==> config.mk <==
export PLATFORM = sky130hd
export DESIGN_NAME = tile_scheduler
export DESIGN_NICKNAME = d
export VERILOG_FILES = /design/src/rtl/tile_pkg.sv /design/src/rtl/tile_buf_tracker.sv /design/src/rtl/tile_scheduler.sv
export SDC_FILE = /design/constraint.sdc
export NUM_CORES = 1
export LEC_CHECK = 0
export ABC_AREA = 1
export CORE_MARGIN = 8
export CORE_UTILIZATION = 48
export DETAILED_ROUTE_END_ITERATION = 16
export GPL_TIMING_DRIVEN = 0
export PLACE_DENSITY_LB_ADDON = 0.12
export SLEW_MARGIN = 10
export SYNTH_ARGS = -nofsm -noshare
export SYNTH_HDL_FRONTEND = slang
export SYNTH_SLANG_ARGS = --single-unit
==> constraint.sdc <==
create_clock -name clk -period 2 [get_ports clk]
set_input_delay 0.3 -clock clk [delete_from_list [all_inputs] [get_ports clk]]
set_output_delay 0.3 -clock clk [all_outputs]
set_load 0.005 [all_outputs]
==> src/rtl/tile_pkg.sv <==
// Shared types and constants for the layer tile scheduler.
package tile_pkg;

  typedef enum logic [2:0] {
    IDLE,
    CHECK,
    ISSUE,
    WAIT,
    DRAIN
  } sched_state_t;

  localparam int NUM_TILE_BUFS      = 2;
  localparam int DEFAULT_BUF_STRIDE = 32;

endpackage

==> src/rtl/tile_buf_tracker.sv <==
// Ping-pong tile buffer bookkeeping: write/read pointers, fill count, row tags
// and the sticky error raised by a release while nothing is filled.
module tile_buf_tracker
  import tile_pkg::*;
#(
  parameter int ROW_W = 8
) (
  input  logic             clk,
  input  logic             rst_n,
  input  logic             clear,
  input  logic             commit,
  input  logic             tile_release,
  input  logic [ROW_W-1:0] commit_row,
  output logic             wr_buf,
  output logic             rd_buf,
  output logic [1:0]       fill_cnt,
  output logic [ROW_W-1:0] tile_row,
  output logic             err
);

  logic             rel_ok;
  logic [ROW_W-1:0] row_tag [NUM_TILE_BUFS];

  // A release with nothing filled is dropped and only flags the error.
  assign rel_ok   = tile_release && (fill_cnt != 2'd0);
  assign tile_row = row_tag[rd_buf];

  always_ff @(posedge clk or negedge rst_n) begin
    if (!rst_n) begin
      wr_buf   <= 1'b0;
      rd_buf   <= 1'b0;
      fill_cnt <= 2'd0;
      err      <= 1'b0;
      for (int i = 0; i < NUM_TILE_BUFS; i++) row_tag[i] <= '0;
    end else if (clear) begin
      wr_buf   <= 1'b0;
      rd_buf   <= 1'b0;
      fill_cnt <= 2'd0;
      err      <= 1'b0;
      for (int i = 0; i < NUM_TILE_BUFS; i++) row_tag[i] <= '0;
    end else begin
      if (commit) begin
        wr_buf          <= ~wr_buf;
        row_tag[wr_buf] <= commit_row;
      end
      if (rel_ok) rd_buf <= ~rd_buf;
      case ({commit, rel_ok})
        2'b10:   fill_cnt <= fill_cnt + 2'd1;
        2'b01:   fill_cnt <= fill_cnt - 2'd1;
        default: fill_cnt <= fill_cnt;
      endcase
      if (tile_release && (fill_cnt == 2'd0)) err <= 1'b1;
    end
  end

endmodule

==> src/rtl/tile_scheduler.sv <==
// Walks the tile rows of a layer, programming and starting the mover once per
// row while keeping it from overrunning the two-entry tile buffer.
module tile_scheduler
  import tile_pkg::*;
#(
  parameter int ADDR_WIDTH = 8,
  parameter int ROW_W      = 8,
  parameter int BUF_STRIDE = DEFAULT_BUF_STRIDE
) (
  input  logic                  clk,
  input  logic                  rst_n,
  input  logic                  clr,
  input  logic                  go,
  input  logic [ROW_W-1:0]      cfg_num_rows,
  input  logic [ADDR_WIDTH-1:0] cfg_rd_base,
  input  logic [ADDR_WIDTH-1:0] cfg_row_step,
  input  logic [ADDR_WIDTH-1:0] cfg_wr_base,
  input  logic [5:0]            cfg_row_len,
  input  logic [ADDR_WIDTH-1:0] cfg_stride_chan,
  input  logic [9:0]            cfg_chan_num,
  output logic                  mover_start,
  output logic                  mover_clr,
  output logic [5:0]            mover_row_len,
  output logic [ADDR_WIDTH-1:0] mover_base_addr_rd,
  output logic [ADDR_WIDTH-1:0] mover_base_addr_wr,
  output logic [ADDR_WIDTH-1:0] mover_stride_chan,
  output logic [9:0]            mover_chan_num,
  input  logic                  mover_done,
  output logic                  tile_valid,
  output logic                  tile_buf,
  output logic [ROW_W-1:0]      tile_row,
  input  logic                  tile_release,
  output logic                  busy,
  output logic                  layer_done,
  output logic                  err
);

  localparam logic [ADDR_WIDTH-1:0] BUF_OFS = ADDR_WIDTH'(BUF_STRIDE);

  sched_state_t          state;
  logic                  done_q;
  logic                  commit;
  logic                  go_accept;
  logic                  trk_clear;
  logic [ROW_W-1:0]      num_rows_reg;
  logic [ROW_W-1:0]      row_idx;
  logic [ADDR_WIDTH-1:0] rd_ptr;
  logic [ADDR_WIDTH-1:0] row_step_reg;
  logic [ADDR_WIDTH-1:0] wr_base_reg;
  logic                  wr_buf;
  logic                  rd_buf;
  logic [1:0]            fill_cnt;

  // The mover's done level lingers from the previous row, so only a fresh
  // rising edge while waiting counts as completion.
  assign commit    = mover_done && !done_q && (state == WAIT);
  assign go_accept = go && (state == IDLE);
  assign trk_clear = clr || go_accept;

  assign mover_start        = (state == ISSUE);
  assign busy               = (state != IDLE);
  assign layer_done         = (state == DRAIN) && (fill_cnt == 2'd0);
  assign tile_valid         = (fill_cnt != 2'd0);
  assign tile_buf           = rd_buf;
  assign mover_base_addr_rd = rd_ptr;
  assign mover_base_addr_wr = wr_base_reg + (wr_buf ? BUF_OFS : '0);

  always_ff @(posedge clk or negedge rst_n) begin
    if (!rst_n) begin
      state             <= IDLE;
      done_q            <= 1'b0;
      mover_clr         <= 1'b0;
      num_rows_reg      <= '0;
      row_idx           <= '0;
      rd_ptr            <= '0;
      row_step_reg      <= '0;
      wr_base_reg       <= '0;
      mover_row_len     <= '0;
      mover_stride_chan <= '0;
      mover_chan_num    <= '0;
    end else if (clr) begin
      state             <= IDLE;
      done_q            <= 1'b0;
      mover_clr         <= 1'b1;
      num_rows_reg      <= '0;
      row_idx           <= '0;
      rd_ptr            <= '0;
      row_step_reg      <= '0;
      wr_base_reg       <= '0;
      mover_row_len     <= '0;
      mover_stride_chan <= '0;
      mover_chan_num    <= '0;
    end else begin
      mover_clr <= 1'b0;
      done_q    <= mover_done;
      case (state)
        IDLE: begin
          if (go) begin
            num_rows_reg      <= cfg_num_rows;
            row_step_reg      <= cfg_row_step;
            wr_base_reg       <= cfg_wr_base;
            mover_row_len     <= cfg_row_len;
            mover_stride_chan <= cfg_stride_chan;
            mover_chan_num    <= cfg_chan_num;
            rd_ptr            <= cfg_rd_base;
            row_idx           <= '0;
            state             <= CHECK;
          end
        end
        CHECK: begin
          if (row_idx == num_rows_reg) state <= DRAIN;
          else if (fill_cnt < 2'd2)    state <= ISSUE;
        end
        ISSUE: state <= WAIT;
        WAIT: begin
          if (commit) begin
            row_idx <= row_idx + ROW_W'(1);
            rd_ptr  <= rd_ptr + row_step_reg;
            state   <= CHECK;
          end
        end
        DRAIN: begin
          if (fill_cnt == 2'd0) state <= IDLE;
        end
        default: state <= IDLE;
      endcase
    end
  end

  tile_buf_tracker #(
    .ROW_W(ROW_W)
  ) u_tracker (
    .clk         (clk),
    .rst_n       (rst_n),
    .clear       (trk_clear),
    .commit      (commit),
    .tile_release(tile_release),
    .commit_row  (row_idx),
    .wr_buf      (wr_buf),
    .rd_buf      (rd_buf),
    .fill_cnt    (fill_cnt),
    .tile_row    (tile_row),
    .err         (err)
  );

endmodule

* Word level (Yosys, flattened, before mapping)
Index checks and enable logic that the tools add are counted.
** Operators by class
- $lt $le $gt $ge :: 4
- Bitwise operators :: 4
- Mux-type cells :: 52
- Equal/unequal tests :: 11
- $add $sub $neg :: 5
- Reduce and logical (&&, ||, !) cells :: 23
** Operators by type and width (number)
- $mux W8 :: 22
- $mux W16 :: 2
- $pmux W8 S2 :: 2
- $mux W10 :: 3
- $mux W6 :: 4
- $mux W3 :: 6
- $bwmux W16 :: 1
- $pmux W3 S5 :: 1
- $reduce_bool A2 Y1 :: 6
- $reduce_bool A3 Y1 :: 3
- $add A8 B1 Y8 const B :: 1
- $add A8 B6 Y8 :: 1
- $add A8 B8 Y8 :: 1
- $demux W8 S1 :: 1
- $eq A8 B8 Y1 :: 1
- $mux W1 :: 8
- $logic_and A1 B1 Y1 :: 7
- $eq A3 B2 Y1 const B :: 2
- $ne A3 B2 Y1 const B :: 2
- $ge A2 B2 Y1 const B :: 2
- $ne A4 B4 Y1 const B :: 1
- $not A1 Y2 :: 2
- $pmux W2 S2 :: 1
- $reduce_and A4 Y1 :: 1
- other kinds (17) :: 18
** Word-level totals
- Logic and storage cells :: 116
- Output and inout bits :: 55
- Register bits :: 90
- Input port bits :: 62

* Logic depth before layout (Yosys ltp)
Gate-level depths: netlist of run 1.
- Depth after elaboration :: 8
- Mapped depth :: 12

* By module
Synthesis of run 1 repeated with hierarchy kept, for this count alone.
** Second synthesis, totals
- Cell total of the unflattened synthesis :: 537
- Area, all modules :: 4435.5 um^2
** Modules (own cells, without submodules)
- tile_scheduler :: instances 1, area an instance 3472.1 um^2, cells an instance 428, seq. area each 1726.7 um^2
- tile_buf_tracker :: instances 1, area an instance 963.4 um^2, cells an instance 109, seq. area each 525.5 um^2

* Least setup slack after synthesis of run 1
Ideal clock, no wire load.
- Path type :: reg2reg
- Start point :: register rd_ptr[0] (netlist: mover_base_addr_rd[0])
- End point :: register rd_ptr[6] (netlist: mover_base_addr_rd[6])
- Setup slack :: 245 ps
- Period minus slack after synthesis :: 1755 ps
- Buffers on the path :: 0
- Arrival time :: 1632 ps
- Stages on the path, launching flop included :: 10
- Library setup time :: 123 ps
- Cell sequence :: dfrtp_1 > ha_1 > inv_1 > fa_1 > o21ai_0 > a31oi_1 > nand2_1 > nand2_1 > o21ai_0 > nand2_1
** Between the ends
- Word-level cells in the longest chain between the ends :: 4
** RTL lines
- start: declaration :: line tile_scheduler.sv:47 : logic [ADDR_WIDTH-1:0] rd_ptr;
- start signal: assignment :: line tile_scheduler.sv:105 : rd_ptr <= cfg_rd_base;
- start signal: assignment :: line tile_scheduler.sv:118 : rd_ptr <= rd_ptr + row_step_reg;
- $add A8 B8 Y8 :: line tile_scheduler.sv:118
- $mux W8 :: line tile_scheduler.sv:116 : if (commit) begin
- $pmux W8 S2 :: line tile_scheduler.sv:96 : case (state)
- $mux W8 :: line tile_scheduler.sv:81 : end else if (clr) begin
Every way passes these cells. The select of a mux whose other input is x is not followed.
A chain may end at the register's enable or synchronous reset.

* Worst setup path in the final report of run 1
- Start point :: register u_tracker.wr_buf
- End point :: output mover_base_addr_wr[7]
** Between the ends
- Word-level cells in the longest chain between the ends :: 2
** RTL lines
- start: declaration :: line tile_buf_tracker.sv:14 : output logic wr_buf,
- start signal: assignment :: line tile_buf_tracker.sv:43 : wr_buf <= ~wr_buf;
- $mux W6 :: line tile_scheduler.sv:66 : assign mover_base_addr_wr = wr_base_reg + (wr_buf ? BUF_OFS : '0);
- $add A8 B6 Y8 :: line tile_scheduler.sv:66
- end: declaration :: line tile_scheduler.sv:25 : output logic [ADDR_WIDTH-1:0] mover_base_addr_wr,
Every way passes these cells.

==> impl_metrics.csv, run 1 <==
group,metric,value,unit
timing,setup_viol,0,
synth,synth_simple_gate_area_share,19.8,%
timing,finalCriticalPeriod,1.95,ns
status,outcome,"finished, final reports clean",
finish,largest_reg_flops,16,
routing,vias,3908,
clocking,cts_buffer_depth,2,
place,portBuffers,116,
timing,fmax,0.512,GHz
setup_path,regToRegEndpoint,"mover_base_addr_rd[6]",
setup_path,r2r_cells,9,
setup_path,start_kind,"register",
clocking,clk_latency,0.37,ns
floorplanning,initial_core_util,49.4,%
finish,multi_input_area,1770,um^2
synth,synth_seq_cells,90,
synth,avgSynthCellArea,8.40,um^2
synth,postSynthCellCount,513,
global_routing,grt_pass1_vias,3837,
synth,synth-main-ff-cell,"dfrtp_1",
power,leakagePower,0.00276,uW
setup_path,crit_chain,"ha_1, ha_1, xor2_1, dlygate4sd2_1",
setup_path,cp-end-kind,"output port",
finish,fin_cells,759,
synth,synth_edf_count,0,
place,gp_congestion,0.883,
min_path,min_path_type,"in2async",
routing,antenna_left,0,
setup_path,cp.arrival,1.65,ns
finish,top_register,"u_tracker.row_tag",
finish,fin_nets,719,
timing,setup_ws,0.0485,ns
synth,muxShareOfSynthArea,0.493,%
timing,skew,0.0131,ns
routing,firstDrtPassIters,4,
global_routing,grt_usage,18.8,%
setup_path,r2r_start,"mover_base_addr_rd[0]",
place,dp_slack,-0.329,ns
power,power.density,978,nW/um^2
synth,yosysWarnings,0,
clocking,htreeDepth,3,
place,numPlacedInstances,738,
routing,routed_wirelength,11700,um
floorplanning,ios,117,
floorplanning,core_area,8720,um^2
synth,synth_fp_nets,586,
finish,design_area,5970,um^2
synth,synth-compound-area-share,14.5,%
synth,ys_types,37,
finish,nFillCells,755,
routing,drc_errors,0,
power,peakVddDrop,0.000497,V
global_routing,grt_pass1_wl,19100,um
synth,synth_top_family_by_area,"simple AND/OR/NAND/NOR gates",
finish,drive_gt1_share,8.45,%
floorplanning,row_count,34,
setup_path,crit_type,"reg2out",
clocking,cts.sinks,90,
timing,fin_crit_sh,97.6,%
routing,avgViaCountPerCell,5.15,
clocking,cts_buffers,9,
setup_path,cp.required,1.70,ns
timing,worst_slew_pin_slew,0.596,ns
clocking,cts_root_buf,"clkbuf_8",
global_routing,overflow,0,
timing,whs,0.485,ns
timing,drv_slew,0,
synth,synthArstFlopShare,100,%
floorplanning,die_area,12300,um^2
setup_path,crit_path_frequent_cell,"ha_1",
synth,synth-xor-area-share,2.44,%
routing,wl_per_cell,15.4,um
flow_run,drv_cap,0,
floorplanning,dieWidth,111,um
clocking,cts_tree,"yes",
timing,relSlewSlack,60.3,%
finish,syn2layout_area_growth,38.5,%
setup_path,critPathMaxFanout,2,
timing,rsz0062_at_grt,"false",
setup_path,slowest_delay,0.44,ns
clocking,clk_pin_slew,0.09,ns
floorplanning,fp.dieH,111,um
place,place_area,5630,um^2
global_routing,grt_max_degree,47,
finish,reg.largest.list,"u_tracker.row_tag x16, mover_chan_num x10",
setup_path,rrSetupSlack,0.11,ns
global_routing,grt_antenna_before_repair,0,
synth,synth_seq_area_share,52.2,%
routing,drtIter0Drc,243,
finish,antenna_cells,0,
finish,register_area,2260,um^2
synth,syn-cell-area,4310,um^2
synth,synth-adder-area-share,3.37,%
setup_path,crit_slowest_cell,"dfrtp_2",
timing,hold_violations,0,
place,dpl.hpwl,8660,um
==> final cells by class <==
| cell class | count | share of cell area (%) |
|---|---|---|
| Multi-Input combinational cell | 348 | 29.7 |
| Clock buffer | 10 | 2.31 |
| Clock inverter | 6 | 1.91 |
| Sequential cell | 90 | 37.8 |
| Timing Repair Buffer | 124 | 20.9 |
| Tap cell | 108 | 2.26 |
| Buffer | 24 | 2.01 |
| Inverter | 49 | 3.08 |
==> routing by layer <==
| metal | share of wire [%] | wire length, um | track usage (%) | vias to the layer above |
|---|---|---|---|---|
| li1 | - | - | - | 1928 |
| met1 | 42 | 4910 | 22.4 | 1855 |
| met2 | 48 | 5580 | 30.0 | 117 |
| met3 | 9.4 | 1100 | 8.39 | 8 |
| met4 | 0.79 | 92 | 5.05 | 0 |
| met5 | 0 | 0 | 0 | - |
==> stage by stage <==
step / util [%] / power, uW / setup TNS, ns
floorplan: - / 3310 / 0
global placement: 64.3 / 4200 / -251.12
detailed placement: 64.6 / 4260 / -13.77
CTS: 68.0 / 5830 / 0
global route: 68.5 / 6180 / 0
finish: 68.5 / 5840 / 0
==> layout by cell type (no fill, tap or decap), types with 7 or more instances in the layout <==
master / netlist / final
a21oi_1: 10 / 10
buf_4: 5 / 12
clkbuf_1: 16 / 12
clkbuf_8: 0 / 10
clkdlybuf4s50_1: 0 / 106
dfrtp_1: 90 / 86
ha_1: 10 / 10
inv_1: 45 / 45
nand2_1: 153 / 153
nand3_1: 18 / 18
nor2_1: 23 / 23
o21ai_0: 72 / 71
o22ai_1: 17 / 17
xnor2_1: 7 / 7
==> synthesized netlist by cell type, types with 2 or more instances <==
library cell	count	area, um^2
nand2_1	153	574
o22ai_1	17	106
o21ai_0	72	360
buf_2	5	25.0
inv_1	45	169
nor3_1	7	35.0
o21ai_1	3	15.0
buf_4	5	37.5
a22o_1	2	17.5
dfrtp_1	90	2250
nand3_1	18	90.1
o31ai_1	2	15.0
ha_1	10	125
clkbuf_1	16	60.1
o21a_1	2	15.0
inv_2	3	11.3
xor2_1	5	43.8
nand2_2	2	12.5
xnor2_1	7	61.3
nor2_1	23	86.3
a21oi_1	10	50.1
==> worst max path at each step <==
stage                           from               endpoint  slack (ns)  cells after the start
6_report            u_tracker.wr_buf  mover_base_addr_wr[7]        0.05                      4
5_1_grt        mover_base_addr_rd[0]  mover_base_addr_rd[6]       0.002                      9
4_1_cts             u_tracker.rd_buf            tile_row[6]       0.006                      3
3_5_place_dp                     clr               state[0]       -0.33                      8
3_3_place_gp                   rst_n      mover_chan_num[6]       -2.68                      1
2_1_floorplan  mover_base_addr_rd[0]  mover_base_addr_rd[6]        0.25                      9
==> critical path, delay by kind of cell, from the launching register on <==
kind / cells / cell delay, ns
adders and majority gates: 2 / 0.37
DFF: 1 / 0.44
buffers and inverters: 1 / 0.30
xor gates and xnor gates: 1 / 0.18
==> cells by family (layout without fill, tap and decap cells) <==
| logic type | Yosys count | after routing |
|---|---|---|
| AND/OR/NAND/NOR | 209 | 209 |
| AO/OA/AOI/OAI | 114 | 114 |
| flip-flops | 90 | 90 |
| buffers and inverters | 75 | 213 |
| XOR/XNOR | 12 | 12 |
| adder cells (fa/ha/maj) | 11 | 11 |
| multiplexers | 2 | 2 |
==> what timing repair did <==
item	CTS	global route
pin swaps	0	2
gates cloned	0	0
endpoints found under the setup margin	14	22
hold endpoints to repair	44	0
gates resized for setup	10	12
buffers inserted	4	2
hold buffers	1	0
==> power breakdown <==
part	internal, uW	switching (uW)	total, uW
Sequential	2110	233	2340
Combinational	925	1030	1950
Clock	866	682	1550
Note: power is estimated with default switching activity, not from simulation.
==> inputs of run 2 (changes only) <==
CELL_PAD_IN_SITES_DETAIL_PLACEMENT = 0   (was not set)
CELL_PAD_IN_SITES_GLOBAL_PLACEMENT = 1   (was not set)
CORE_UTILIZATION = 35   (was 48)
==> run 2 against run 1 <==
  * Combinational power barely moved
  * Total power rose by 7.5%
  * Utilization fell by 17 points
  * Wire length rose by 5.6%
  * Largest cell class unchanged
  * First-iteration DRC count fell by 26%
  * Fmax rose by 1.7%
  * Sequential power barely moved
  * Flip-flop and latch count did not move
==> impl_metrics.csv, run 2 (synthesized netlist as in run 1, its figures left out) <==
group,metric,value,unit
finish,final_common_cell,"nand2_1",
power,leakagePower,0.00279,uW
min_path,min_path_type,"in2reg",
floorplanning,row_count,40,
place,dpl.hpwl,9230,um
floorplanning,dieWidth,127,um
setup_path,cp.arrival,1.62,ns
floorplanning,fp.dieH,127,um
timing,hold_violations,0,
routing,wl_per_cell,15.4,um
global_routing,overflow,0,
floorplanning,core_area,12000,um^2
floorplanning,ios,117,
timing,rsz0062_at_grt,"true",
finish,antenna_cells,0,
timing,fmax,0.521,GHz
timing,setup_ws,0.0818,ns
finish,mostFrequentLayoutCells,"nand2_1 (153), clkdlybuf4s50_1 (109), dfrtp_1 (89)",
clocking,cts_tree,"yes",
setup_path,cp-end-kind,"output port",
clocking,cts_buffers,9,
routing,drtIter0Drc,180,
place,gp_congestion,0.810,
power,power.density,1020,nW/um^2
routing,drc_errors,0,
clocking,clk_pin_slew,0.07,ns
clocking,htreeDepth,3,
timing,worst_slew_pin_slew,0.539,ns
place,dp_slack,-0.316,ns
setup_path,critPathMaxFanout,4,
clocking,cts_buffer_depth,2,
floorplanning,die_area,16100,um^2
global_routing,grt_pass1_vias,3912,
setup_path,crit_chain,"buf_4, o21ai_0, clkdlybuf4s50_1",
status,outcome,"finished, final reports clean",
timing,setup_viol,0,
finish,top_register,"u_tracker.row_tag",
floorplanning,initial_core_util,35.9,%
power,power,6280,uW
timing,finalCriticalPeriod,1.92,ns
setup_path,cp.required,1.70,ns
setup_path,crit_type,"reg2out",
timing,drv_slew,0,
finish,largest_reg_flops,16,
routing,firstDrtPassIters,4,
place,portBuffers,116,
routing,antenna_left,0,
power,peakVddDrop,0.000410,V
flow_run,drv_cap,0,
setup_path,start_kind,"register",
global_routing,grt_pass1_wl,20100,um
global_routing,grt_usage,15.7,%
place,place_area,5680,um^2
timing,relSlewSlack,64.1,%
finish,drive_gt1_share,9.20,%
clocking,cts.sinks,90,
global_routing,grt_antenna_before_repair,1,
finish,fin_nets,720,
routing,routed_wirelength,12300,um
finish,design_area,6130,um^2
routing,vias,3794,
setup_path,slowest_delay,0.52,ns
clocking,clk_latency,0.34,ns
setup_path,crit_slowest_cell,"clkdlybuf4s50_1",
timing,fin_crit_sh,95.9,%
finish,nFillCells,1180,
finish,reg.largest.list,"u_tracker.row_tag x16, mover_chan_num x10",
timing,skew,0.00625,ns
global_routing,grt_max_degree,60,
clocking,cts_root_buf,"clkbuf_16",
routing,avgViaCountPerCell,4.75,
finish,syn2layout_area_growth,42.1,%
[run 2: worst paths after layout]
kind | startpoint | endpoint | slack [ns] | cells after the start
max | u_tracker.rd_buf | tile_row[7] | 0.08 | 3
min | clr | mover_clr | 0.42 | 1
max reg2reg | state[0] | mover_base_addr_rd[1] | 0.13 | 7
min reg2reg | mover_chan_num[1] | mover_chan_num[1] | 0.49 | 2
max in group asynchronous | rst_n | mover_row_len[4] | 0.92 | 3
min in group asynchronous | rst_n | u_tracker.row_tag[12] | 0.45 | 2
[run 2: stage by stage]
step	setup TNS (ns)	hold WS, ns	util (%)	std cells
2_1_floorplan	0	0.00441	-	513
3_3_place_gp	-274.80	0.467	47.1	776
3_5_place_dp	-17.62	0.280	47.3	777
4_1_cts	0	0.412	50.5	796
5_1_grt	-0.0149	0.411	51.0	799
6_report	0	0.421	51.0	799
[run 2: where the power goes]
| part | switching, uW | total [uW] | leakage, uW | internal, uW |
|---|---|---|---|---|
| sequential | 238 | 2340 | 0.00119 | 2110 |
| clock | 722 | 1980 | 0.000165 | 1260 |
| combinational | 1020 | 1950 | 0.00144 | 936 |
| total | 1980 | 6280 | 0.00279 | 4300 |
[run 2: cell type report]
type	count	area, um^2	area share, %
Buffer	25	130	2.12
Clock buffer	10	239	3.90
Tap cell	147	184	3.00
Multi-Input combinational cell	348	1780	29.0
Clock inverter	6	114	1.86
Timing Repair Buffer	124	1240	20.3
Inverter	49	184	3.00
Sequential cell	90	2250	36.8
[run 2: metal layers]
layer	track usage (%)	vias to the layer above	share of wire (%)
li1	-	1934	-
met1	19.4	1756	45
met2	24.3	87	46
met3	6.45	15	8.1
met4	5.04	2	1.3
met5	0	-	0.089
[run 2: worst max-delay path: cells and delay by family (launching register included)]
| family | cells | cell delay [ns] |
|---|---|---|
| buffers and inverters | 2 | 0.68 |
| DFF | 1 | 0.44 |
| AOI/OAI and AO/OA | 1 | 0.16 |
[run 2: timing repair]
| action | in CTS | in global routing |
|---|---|---|
| hold buffers | 1 | 0 |
| endpoints found under the setup margin | 12 | 60 |
| gates resized for setup | 7 | 24 |
| setup buffers | 3 | 3 |
| pin swaps | 0 | 1 |
| gates cloned | 0 | 0 |
| endpoints found under the hold margin | 31 | 0 |
==> inputs of run 3 (changes only) <==
GPL_TIMING_DRIVEN = not set   (was 0)
==> run 3 against run 2 <==
  * Via count is 2.3% lower
  * Die area unchanged
  * Total power down 7.3%
  * Design area is 2.3% lower
==> impl_metrics.csv, run 3 (synthesized netlist as in run 1, its figures left out) <==
group,metric,value,unit
finish,fin_nets,704,
finish,drive_gt1_share,7.11,%
setup_path,cp-end-kind,"output port",
power,power.density,972,nW/um^2
timing,tns,0,ns
global_routing,grt_pass1_wl,19500,um
place,place_area,5690,um^2
timing,skew,0.00578,ns
place,dpl.hpwl,8660,um
timing,rsz0062_at_grt,"false",
place,dp_slack,0.0655,ns
timing,relSlewSlack,72.0,%
clocking,cts_buffers,9,
timing,hold_violations,0,
finish,syn2layout_area_growth,38.8,%
finish,final_common_cell,"nand2_1",
timing,setup_viol,0,
clocking,clk_pin_slew,0.06,ns
min_path,min_path_type,"reg2reg",
floorplanning,fp.dieH,127,um
finish,multi_input_area,1780,um^2
floorplanning,die_area,16100,um^2
floorplanning,row_count,40,
power,peakVddDrop,0.000415,V
routing,firstDrtPassIters,4,
timing,drv_slew,0,
status,outcome,"finished, final reports clean",
routing,avgViaCountPerCell,4.75,
setup_path,cp.arrival,1.62,ns
power,leakagePower,0.00266,uW
timing,fin_crit_sh,96.1,%
finish,register_area,2260,um^2
routing,drc_errors,0,
clocking,clk_latency,0.34,ns
routing,routed_wirelength,11900,um
floorplanning,ios,117,
setup_path,crit_type,"reg2out",
finish,top_register,"u_tracker.row_tag",
power,power,5820,uW
setup_path,start_kind,"register",
clocking,cts_buffer_depth,2,
timing,worst_slew_pin_slew,0.416,ns
clocking,htreeDepth,3,
finish,design_area,5980,um^2
finish,nFillCells,1167,
setup_path,critPathMaxFanout,5,
global_routing,grt_pass1_vias,3715,
timing,fmax,0.520,GHz
routing,antenna_left,0,
routing,drtIter0Drc,201,
floorplanning,dieWidth,127,um
flow_run,drv_cap,0,
floorplanning,initial_core_util,35.9,%
global_routing,grt_antenna_before_repair,0,
timing,finalCriticalPeriod,1.92,ns
global_routing,grt_usage,15.3,%
setup_path,cp.required,1.70,ns
finish,reg.largest.list,"u_tracker.row_tag x16, mover_chan_num x10",
clocking,cts_tree,"yes",
global_routing,grt_max_degree,63,
clocking,cts_root_buf,"clkbuf_16",
timing,setup_ws,0.0774,ns
finish,largest_reg_flops,16,
routing,vias,3705,
finish,antenna_cells,0,
place,gp_congestion,0.823,
global_routing,overflow,0,
clocking,cts.sinks,90,
place,portBuffers,116,
routing,wl_per_cell,15.2,um
floorplanning,core_area,12000,um^2
finish,mostFrequentLayoutCells,"nand2_1 (153), clkdlybuf4s50_1 (112), dfrtp_1 (87)",
==> run 3: cell type report <==
class / instances / share of cell area [%]
Tap cell: 147 / 3.07
Clock buffer: 13 / 4.35
Inverter: 49 / 3.07
Timing Repair Buffer: 133 / 22.1
Sequential cell: 90 / 37.7
Multi-Input combinational cell: 348 / 29.7
==> run 3: timing repair <==
| action | CTS | global route |
|---|---|---|
| hold buffers | 1 | 0 |
| pin swaps | 0 | 1 |
| endpoints found under the setup margin | 12 | 2 |
| resized for setup | 7 | 2 |
| buffers inserted | 1 | 0 |
| hold endpoints to repair | 59 | 0 |
==> run 3: critical path, cell delays in order (launching register included) <==
cell	delay, ns
dfrtp_2	0.47
nor3_4	0.26
inv_1	0.09
clkdlybuf4s50_1	0.46
==> run 3: worst paths after layout <==
kind                                       startpoint                    end  slack (ns)  depth (start not counted)
worst max register to register  mover_base_addr_rd[0]  mover_base_addr_rd[6]        0.17                          9
worst max-delay path                         state[2]                   busy        0.08                          3
worst min-delay path                   wr_base_reg[0]         wr_base_reg[0]        0.48                          2
worst min register to register         wr_base_reg[0]         wr_base_reg[0]        0.48                          2
max in group asynchronous                       rst_n               state[2]        1.13                          3
min in group asynchronous                       rst_n  mover_base_addr_rd[4]        0.50                          3
==> run 3: through the flow <==
step | hold slack [ns] | instances | utilization (%)
floorplan | 0.00441 | 513 | -
global placement | 0.333 | 765 | 47.4
detailed placement | 0.334 | 765 | 47.4
CTS | 0.487 | 780 | 49.8
global route | 0.509 | 780 | 49.8
finish | 0.477 | 780 | 49.8
==> run 3: power breakdown <==
| group | total, uW | switching (uW) | leakage (uW) | internal, uW |
|---|---|---|---|---|
| Sequential | 2370 | 262 | 0.00119 | 2110 |
| Clock | 1550 | 659 | 0.000128 | 890 |
| Combinational | 1900 | 962 | 0.00134 | 935 |
==> run 3: per-layer routing <==
layer	wire length (um)	GRT usage [%]
met1	5320	18.9
met2	5290	23.0
met5	0	0
met4	189	6.09
met3	1050	6.57
